--- src/rtl/wallace_reduce_16x16_pipe.sv ---
// ---------------------------------------------------------------------------
// wallace_reduce_16x16_pipe
//
// Pipelined front end of the 16-bit signed Wallace-tree multiplier.
// Builds the Baugh-Wooley partial-product matrix of two 16-bit
// two's-complement operands. It then reduces the matrix with 3:2 counters
// to two rows. The low product byte is resolved inside this block. The
// upper 24 columns leave as two carry-save rows plus a carry-in, which
// feed the 24-bit CLA final adder (row_a->a, row_b->b, cin_out->c0).
//
// Pipeline: P1 holds the partial-product matrix, P2 holds the reduced
// result. Each stage advances when it is empty or when its successor
// advances. Latency is 2 cycles and throughput is one result per cycle.
//
// Optional build macro: WALLACE_MID_PIPE_EN
//   When defined, a register stage P1b is inserted after the first three
//   reduction levels (16 rows -> 6 rows), and latency becomes 3 cycles.
//
// Ports:
//   clk        in   rising-edge clock
//   rst        in   synchronous active-high reset
//   in_valid   in   operands valid
//   in_ready   out  block accepts operands this cycle
//   a, b       in   16-bit signed multiplicand / multiplier
//   out_valid  out  result rows valid
//   out_ready  in   downstream adder stage accepts
//   low_prod   out  product bits [7:0], final
//   row_a      out  first reduced row, weight 2^8
//   row_b      out  second reduced row, weight 2^8
//   cin_out    out  carry out of the low 8-bit region, weight 2^8
// ---------------------------------------------------------------------------
module wallace_reduce_16x16_pipe #(
    parameter int WIDTH    = 16,
    parameter int LOW_BITS = 8
) (
    input  logic                          clk,
    input  logic                          rst,
    input  logic                          in_valid,
    output logic                          in_ready,
    input  logic [WIDTH-1:0]              a,
    input  logic [WIDTH-1:0]              b,
    output logic                          out_valid,
    input  logic                          out_ready,
    output logic [LOW_BITS-1:0]           low_prod,
    output logic [2*WIDTH-LOW_BITS-1:0]   row_a,
    output logic [2*WIDTH-LOW_BITS-1:0]   row_b,
    output logic                          cin_out
);

    localparam int PROD_W = 2 * WIDTH;

    // 3:2 counter applied bitwise across three aligned rows: sum part.
    function automatic logic [PROD_W-1:0] csa_sum(
        input logic [PROD_W-1:0] x,
        input logic [PROD_W-1:0] y,
        input logic [PROD_W-1:0] z
    );
        return x ^ y ^ z;
    endfunction

    // 3:2 counter carry part, moved up one column; carries out of the
    // top column fall off, which keeps everything modulo 2^32.
    function automatic logic [PROD_W-1:0] csa_carry(
        input logic [PROD_W-1:0] x,
        input logic [PROD_W-1:0] y,
        input logic [PROD_W-1:0] z
    );
        logic [PROD_W-1:0] maj;
        maj = (x & y) | (x & z) | (y & z);
        return maj << 1;
    endfunction

    // One Baugh-Wooley row: sign-weighted bits are inverted so that every
    // term is positive; the matching -1 corrections fold into the constant
    // ones at columns 16 and 31.
    function automatic logic [WIDTH-1:0] bw_row(
        input logic [WIDTH-1:0] x,
        input logic             bit_i,
        input logic             last_row
    );
        logic [WIDTH-1:0] r;
        r = x & {WIDTH{bit_i}};
        if (last_row) begin
            r[WIDTH-2:0] = ~r[WIDTH-2:0];
        end else begin
            r[WIDTH-1] = ~r[WIDTH-1];
        end
        return r;
    endfunction

    logic [WIDTH-1:0]    pp_s   [WIDTH];
    logic [WIDTH-1:0]    pp1_r  [WIDTH];
    logic                p1_valid_r;

    logic [PROD_W-1:0]   l0_s   [16];
    logic [PROD_W-1:0]   l1_s   [11];
    logic [PROD_W-1:0]   l2_s   [8];
    logic [PROD_W-1:0]   l3_s   [6];
    logic [PROD_W-1:0]   l3q_s  [6];
    logic [PROD_W-1:0]   l4_s   [4];
    logic [PROD_W-1:0]   l5_s   [3];
    logic [PROD_W-1:0]   fin_a_s;
    logic [PROD_W-1:0]   fin_b_s;
    logic [LOW_BITS:0]   low_sum_s;

    logic                src_valid_s;
    logic                p1_adv_s;
    logic                p2_adv_s;

    logic [LOW_BITS-1:0]        low_prod_r;
    logic [PROD_W-LOW_BITS-1:0] row_a_r;
    logic [PROD_W-LOW_BITS-1:0] row_b_r;
    logic                       cin_r;
    logic                       p2_valid_r;

`ifdef WALLACE_MID_PIPE_EN
    logic [PROD_W-1:0]   pm_r   [6];
    logic                pm_valid_r;
    logic                pm_adv_s;
`endif

    // Handshake chain: a stage moves when empty or when its successor moves.
    always_comb begin
        p2_adv_s = !p2_valid_r || out_ready;
`ifdef WALLACE_MID_PIPE_EN
        pm_adv_s    = !pm_valid_r || p2_adv_s;
        p1_adv_s    = !p1_valid_r || pm_adv_s;
        src_valid_s = pm_valid_r;
`else
        p1_adv_s    = !p1_valid_r || p2_adv_s;
        src_valid_s = p1_valid_r;
`endif
        // The pipe is being emptied during reset, so it reports ready,
        // but the reset branch of the P1 register blocks any capture.
        if (rst) begin
            in_ready = 1'b1;
        end else begin
            in_ready = p1_adv_s;
        end
    end

    // Baugh-Wooley partial products from the live operands.
    always_comb begin
        for (int i = 0; i < WIDTH; i++) begin
            pp_s[i] = bw_row(a, b[i], (i == WIDTH - 1));
        end
    end

    // P1 register: partial-product matrix captured on accept.
    always_ff @(posedge clk) begin
        if (rst) begin
            p1_valid_r <= 1'b0;
            pp1_r      <= '{default: {WIDTH{1'b0}}};
        end else if (p1_adv_s) begin
            p1_valid_r <= in_valid;
            if (in_valid) begin
                pp1_r <= pp_s;
            end
        end
    end

    // Align each row to its column weight and add the constant ones
    // (columns 16 and 31 are empty in row 0, so they can ride there).
    always_comb begin
        for (int i = 0; i < 16; i++) begin
            l0_s[i] = {{WIDTH{1'b0}}, pp1_r[i]} << i;
        end
        l0_s[0][WIDTH]    = 1'b1;
        l0_s[0][PROD_W-1] = 1'b1;
    end

    // Reduction level 1: 16 rows -> 11 rows.
    always_comb begin
        for (int k = 0; k < 5; k++) begin
            l1_s[2*k]   = csa_sum  (l0_s[3*k], l0_s[3*k+1], l0_s[3*k+2]);
            l1_s[2*k+1] = csa_carry(l0_s[3*k], l0_s[3*k+1], l0_s[3*k+2]);
        end
        l1_s[10] = l0_s[15];
    end

    // Reduction level 2: 11 rows -> 8 rows.
    always_comb begin
        for (int k = 0; k < 3; k++) begin
            l2_s[2*k]   = csa_sum  (l1_s[3*k], l1_s[3*k+1], l1_s[3*k+2]);
            l2_s[2*k+1] = csa_carry(l1_s[3*k], l1_s[3*k+1], l1_s[3*k+2]);
        end
        l2_s[6] = l1_s[9];
        l2_s[7] = l1_s[10];
    end

    // Reduction level 3: 8 rows -> 6 rows.
    always_comb begin
        for (int k = 0; k < 2; k++) begin
            l3_s[2*k]   = csa_sum  (l2_s[3*k], l2_s[3*k+1], l2_s[3*k+2]);
            l3_s[2*k+1] = csa_carry(l2_s[3*k], l2_s[3*k+1], l2_s[3*k+2]);
        end
        l3_s[4] = l2_s[6];
        l3_s[5] = l2_s[7];
    end

`ifdef WALLACE_MID_PIPE_EN
    // P1b register: six-row intermediate sum between levels 3 and 4.
    always_ff @(posedge clk) begin
        if (rst) begin
            pm_valid_r <= 1'b0;
            pm_r       <= '{default: {PROD_W{1'b0}}};
        end else if (pm_adv_s) begin
            pm_valid_r <= p1_valid_r;
            if (p1_valid_r) begin
                pm_r <= l3_s;
            end
        end
    end

    // Later levels read the six rows from the P1b register.
    always_comb begin
        l3q_s = pm_r;
    end
`else
    // Later levels read the six rows straight from level 3.
    always_comb begin
        l3q_s = l3_s;
    end
`endif

    // Reduction level 4: 6 rows -> 4 rows.
    always_comb begin
        for (int k = 0; k < 2; k++) begin
            l4_s[2*k]   = csa_sum  (l3q_s[3*k], l3q_s[3*k+1], l3q_s[3*k+2]);
            l4_s[2*k+1] = csa_carry(l3q_s[3*k], l3q_s[3*k+1], l3q_s[3*k+2]);
        end
    end

    // Reduction levels 5 and 6: 4 rows -> 3 -> 2, then ripple the low byte.
    always_comb begin
        l5_s[0] = csa_sum  (l4_s[0], l4_s[1], l4_s[2]);
        l5_s[1] = csa_carry(l4_s[0], l4_s[1], l4_s[2]);
        l5_s[2] = l4_s[3];
        fin_a_s = csa_sum  (l5_s[0], l5_s[1], l5_s[2]);
        fin_b_s = csa_carry(l5_s[0], l5_s[1], l5_s[2]);
        low_sum_s = {1'b0, fin_a_s[LOW_BITS-1:0]} + {1'b0, fin_b_s[LOW_BITS-1:0]};
    end

    // P2 register: resolved low byte, two upper rows and the carry-in.
    always_ff @(posedge clk) begin
        if (rst) begin
            p2_valid_r <= 1'b0;
            low_prod_r <= {LOW_BITS{1'b0}};
            row_a_r    <= {(PROD_W-LOW_BITS){1'b0}};
            row_b_r    <= {(PROD_W-LOW_BITS){1'b0}};
            cin_r      <= 1'b0;
        end else if (p2_adv_s) begin
            p2_valid_r <= src_valid_s;
            if (src_valid_s) begin
                low_prod_r <= low_sum_s[LOW_BITS-1:0];
                cin_r      <= low_sum_s[LOW_BITS];
                row_a_r    <= fin_a_s[PROD_W-1:LOW_BITS];
                row_b_r    <= fin_b_s[PROD_W-1:LOW_BITS];
            end
        end
    end

    // Outputs come straight from the P2 registers.
    always_comb begin
        out_valid = p2_valid_r;
        low_prod  = low_prod_r;
        row_a     = row_a_r;
        row_b     = row_b_r;
        cin_out   = cin_r;
    end

endmodule

--- config.mk ---
export PLATFORM = sky130hd
export DESIGN_NAME = wallace_reduce_16x16_pipe
export DESIGN_NICKNAME = d
export VERILOG_FILES = /design/src/rtl/wallace_reduce_16x16_pipe.sv
export SDC_FILE = /design/constraint.sdc
export NUM_CORES = 1
export LEC_CHECK = 0
export ABC_AREA = 1
export BUFFER_PORTS_ARGS = -buffer_cell sky130_fd_sc_hd__buf_2
export CORE_MARGIN = 2
export CORE_UTILIZATION = 30
export CTS_BUF_LIST = sky130_fd_sc_hd__clkbuf_8
export CTS_CLUSTER_DIAMETER = 100
export DETAILED_ROUTE_END_ITERATION = 10
export PLACE_DENSITY = 0.53
export SYNTH_ARGS = -nofsm -noshare
export SYNTH_HDL_FRONTEND = slang
export SYNTH_SLANG_ARGS = --single-unit
--- constraint.sdc ---
create_clock -name clk -period 6.36 [get_ports clk]
set_input_delay 1.272 -clock clk [delete_from_list [all_inputs] [get_ports clk]]
set_output_delay 1.272 -clock clk [all_outputs]
set_load 0.03 [all_outputs]
==> results.cfg <==
[yosys]
synth_xor_xnor_area_share_pct = 0
synth.lib_cells_used.distinct = 18
largest_family_of_logic_cells_by_synthesized_area = simple AND/OR/NAND/NOR gates
ys_seq_elements = 315
synth.avg_cell_area_um2 = 7.52
synthAdderAreaFrac_pct = 24.1
synthSimpleGateAreaFrac_pct = 24.5
syn-num-nets = 2870
post_synth_mux_area_share_pct = 0
synth_sequential_area_ratio_pct = 32.5
syn_area_um2 = 19400
post-synth-top-area-fraction_pct = 32.5
synth.top_cells.by_area = sky130_fd_sc_hd__dfxtp_1, sky130_fd_sc_hd__fa_1, sky130_fd_sc_hd__nand2_1
post_synth_inst_count = 2580
yosys_warnings = 0
area_fraction_in_compound_gates_after_synthesis_pct = 7.25
post-synth-top-area-cell = sky130_fd_sc_hd__dfxtp_1

[run_status]
status = completed

[clock_tree]
clkSlewWorstSetupHoldPaths_ns = 0.06
cts.repair.resized = 0
clock_tree_from_tritoncts = done
cts-root-to-sink-buffers = 3
cts.htree.levels = 2
cts_setup_buffers = 0
cell_at_the_root_of_the_clock_tree = sky130_fd_sc_hd__clkbuf_8
clk_latency_ns = 0.66
cts_inserted_buffers = 56
cts_hold_buffers = 0
cts_num_sinks = 315

[sta]
worst_slew_pin_slew_ns = 1.12
max_freq_ghz = 0.250
slew_violations = 0
rsz0062_at_grt = no
report.final.hold_viol_count = 0
setup-violations-final = 0
worst_slew_margin_rel_pct = 25.1
period_share_pct = 62.9
period_minus_slack_ns = 4.00
fin_tns_setup_ns = 0
clock-skew-final_ns = 0.0552

[placed_design]
hpwlAfterDp_um = 34400
routabilityCongestion = 0.789
portbufs = 94

[global_route]
grt_first_pass_wirelength_um = 85000
grt_most_used_layer = met2
grt_antenna_before_repair = 7
maximum_number_of_pins_on_one_net_before_global_route_repair = 145
groute.layer.met1.usage_pct = 21.7
overflow = 0
gr-usage-met2_pct = 26.0
grt_pass1_vias = 15200
grt.met3_usage_pct = 2.61
globalRouteTotalUtil_pct = 16.0

[critical_path]
crit_top_cell = sky130_fd_sc_hd__fa_1
r2r_start = l0_s[53]
worstPathBufferInverterCount = 4
critical_path.cell_chain = fa_1 > inv_1 > fa_1 > inv_1 > fa_1 > fa_1 > inv_1 > fa_1 > inv_1 > fa_1 > o21ai_0 > nor2_1
critical_path.startpoint_type = register
critical_path_required_ns = 6.90
worst_path_max_delay_cell = sky130_fd_sc_hd__fa_1
critical_path.top_delay_family = adder cells
crit_path_start = l0_s[53]
crit_path_max_incr_delay_ns = 0.54
critPathArrivalTime_ns = 4.53
cp_max_fo = 2
critical_path_class = register to register
worst_setup_path_end_kind = register

[finish]
num-nets-final = 2819
most-common-layout-cells = sky130_fd_sc_hd__nand2_1, sky130_fd_sc_hd__nor2_1, sky130_fd_sc_hd__inv_1, sky130_fd_sc_hd__dfxtp_1, sky130_fd_sc_hd__a21oi_1
mostFrequentLayoutCell = sky130_fd_sc_hd__nand2_1
final_layout_size_suffix_gt1_share_pct = 7.49
area_delta_synth_final_pct = 9.51

[power_and_ir_drop]
sequentialPowerShare_pct = 32.1
finalPower_uw = 7020
powerDensity_nw_per_um2 = 330
p_switching_uw = 2680
clock_share_of_power_pct = 28.6
internal_power_uw = 4340
p_sw_share_pct = 38.2
peakVddDrop_uv = 166
static_leakage_uw = 0.0106
combPwrFrac_pct = 39.3

[routing]
route.final.wire_length_um = 53300
routed_wl_per_cell_um = 15.5
drt.antenna.violating_nets = 0
num_vias = 15600
via_per_inst = 4.54
detailedRoute.firstIterationViolations = 944
drtPass1Iterations = 5
drcViolationCount = 0

[floorplan]
die_w_um = 258
fp-row-count = 93
die_area_um2 = 66700
floorplan.die.height_um = 258
core_region_area_um2 = 64200
floorplan.initialDensity_pct = 30.2
boundaryPins = 95

[hold_path]
hold_path.startpoint = row_a[23]
worst_hold_path_type = register to register

[flow_run]
timing.max_cap.violations = 0
[kinds of logic after synthesis]
group | Yosys count
adder cells (fa/ha/maj) | 254
flip-flops | 315
AND/OR/NAND/NOR | 1176
buffers and inverters | 554
AO/OA/AOI/OAI | 281
[cell usage after synthesis, drive strengths merged]
cell type / count
nor2: 403
nand4: 1
ha: 54
clkinv: 1
inv: 337
nand3b: 23
dfxtp: 315
buf: 138
clkbuf: 78
o21ai: 56
a21oi: 225
nand3: 201
nand2: 548
fa: 200
[per-stage QoR]
stage	cells	hold WS [ns]	setup WS, ns	util, %	cell area [um2]
2_1_floorplan	2580	0.446	2.65	-	19400
3_3_place_gp	3326	0.446	2.37	31.3	20100
3_5_place_dp	3326	0.460	2.38	31.3	20100
4_1_cts	3420	0.474	2.36	33.1	21200
5_1_grt	3424	0.496	2.19	33.1	21300
6_report	3425	0.466	2.36	33.1	21300
[worst paths after layout]
path	to	slack, ns	cells after the start
hold / removal	row_a[23]	0.47	2
setup reg to reg	row_b[14]	2.36	12
hold reg to reg	row_a[23]	0.47	2
setup / recovery	row_b[14]	2.36	12
[worst register-to-register path: stages (launching register included)]
cell and delay (ns):
sky130_fd_sc_hd__dfxtp_1 0.32, sky130_fd_sc_hd__fa_1 0.54, sky130_fd_sc_hd__inv_1 0.06, sky130_fd_sc_hd__fa_1 0.54, sky130_fd_sc_hd__inv_1 0.07, sky130_fd_sc_hd__fa_1 0.48, sky130_fd_sc_hd__fa_1 0.54, sky130_fd_sc_hd__inv_1 0.05
sky130_fd_sc_hd__fa_1 0.48, sky130_fd_sc_hd__inv_1 0.05, sky130_fd_sc_hd__fa_1 0.41, sky130_fd_sc_hd__o21ai_0 0.28, sky130_fd_sc_hd__nor2_1 0.06
[power groups by stage]
stage	Combinational (uW)	Sequential (uW)	Clock (uW)
after floorplan	1700	2390	0
after global placement	2740	2290	0
after detailed placement	2770	2300	0
after CTS	2780	2260	2070
after global routing	3170	2280	2150
final	2760	2260	2010
[cell type report]
type | instances | area (um2)
inverter | 338 | 1280
fill | 6848 | 43000
multi-input combinational | 1711 | 10900
antenna | 5 | 12.5
timing repair buffer | 107 | 578
tap | 855 | 1070
clock inverter | 23 | 179
clock buffer | 71 | 977
sequential | 315 | 6310
[state kept, by name, summed over array words and instances, names as in the netlist]
name / count
p1_valid_r: 1
out_valid: 1
row_a: 24
cin_out: 1
row_b: 24
low_prod: 8
l0_s: 256
[layer usage]
layer / vias to the layer above / share of wire (%)
met5: - / 0.066
met4: 6 / 2.6
met3: 92 / 4.6
met2: 339 / 46
met1: 7401 / 47
li1: 7723 / -
Power figures use the tool's default switching activity.
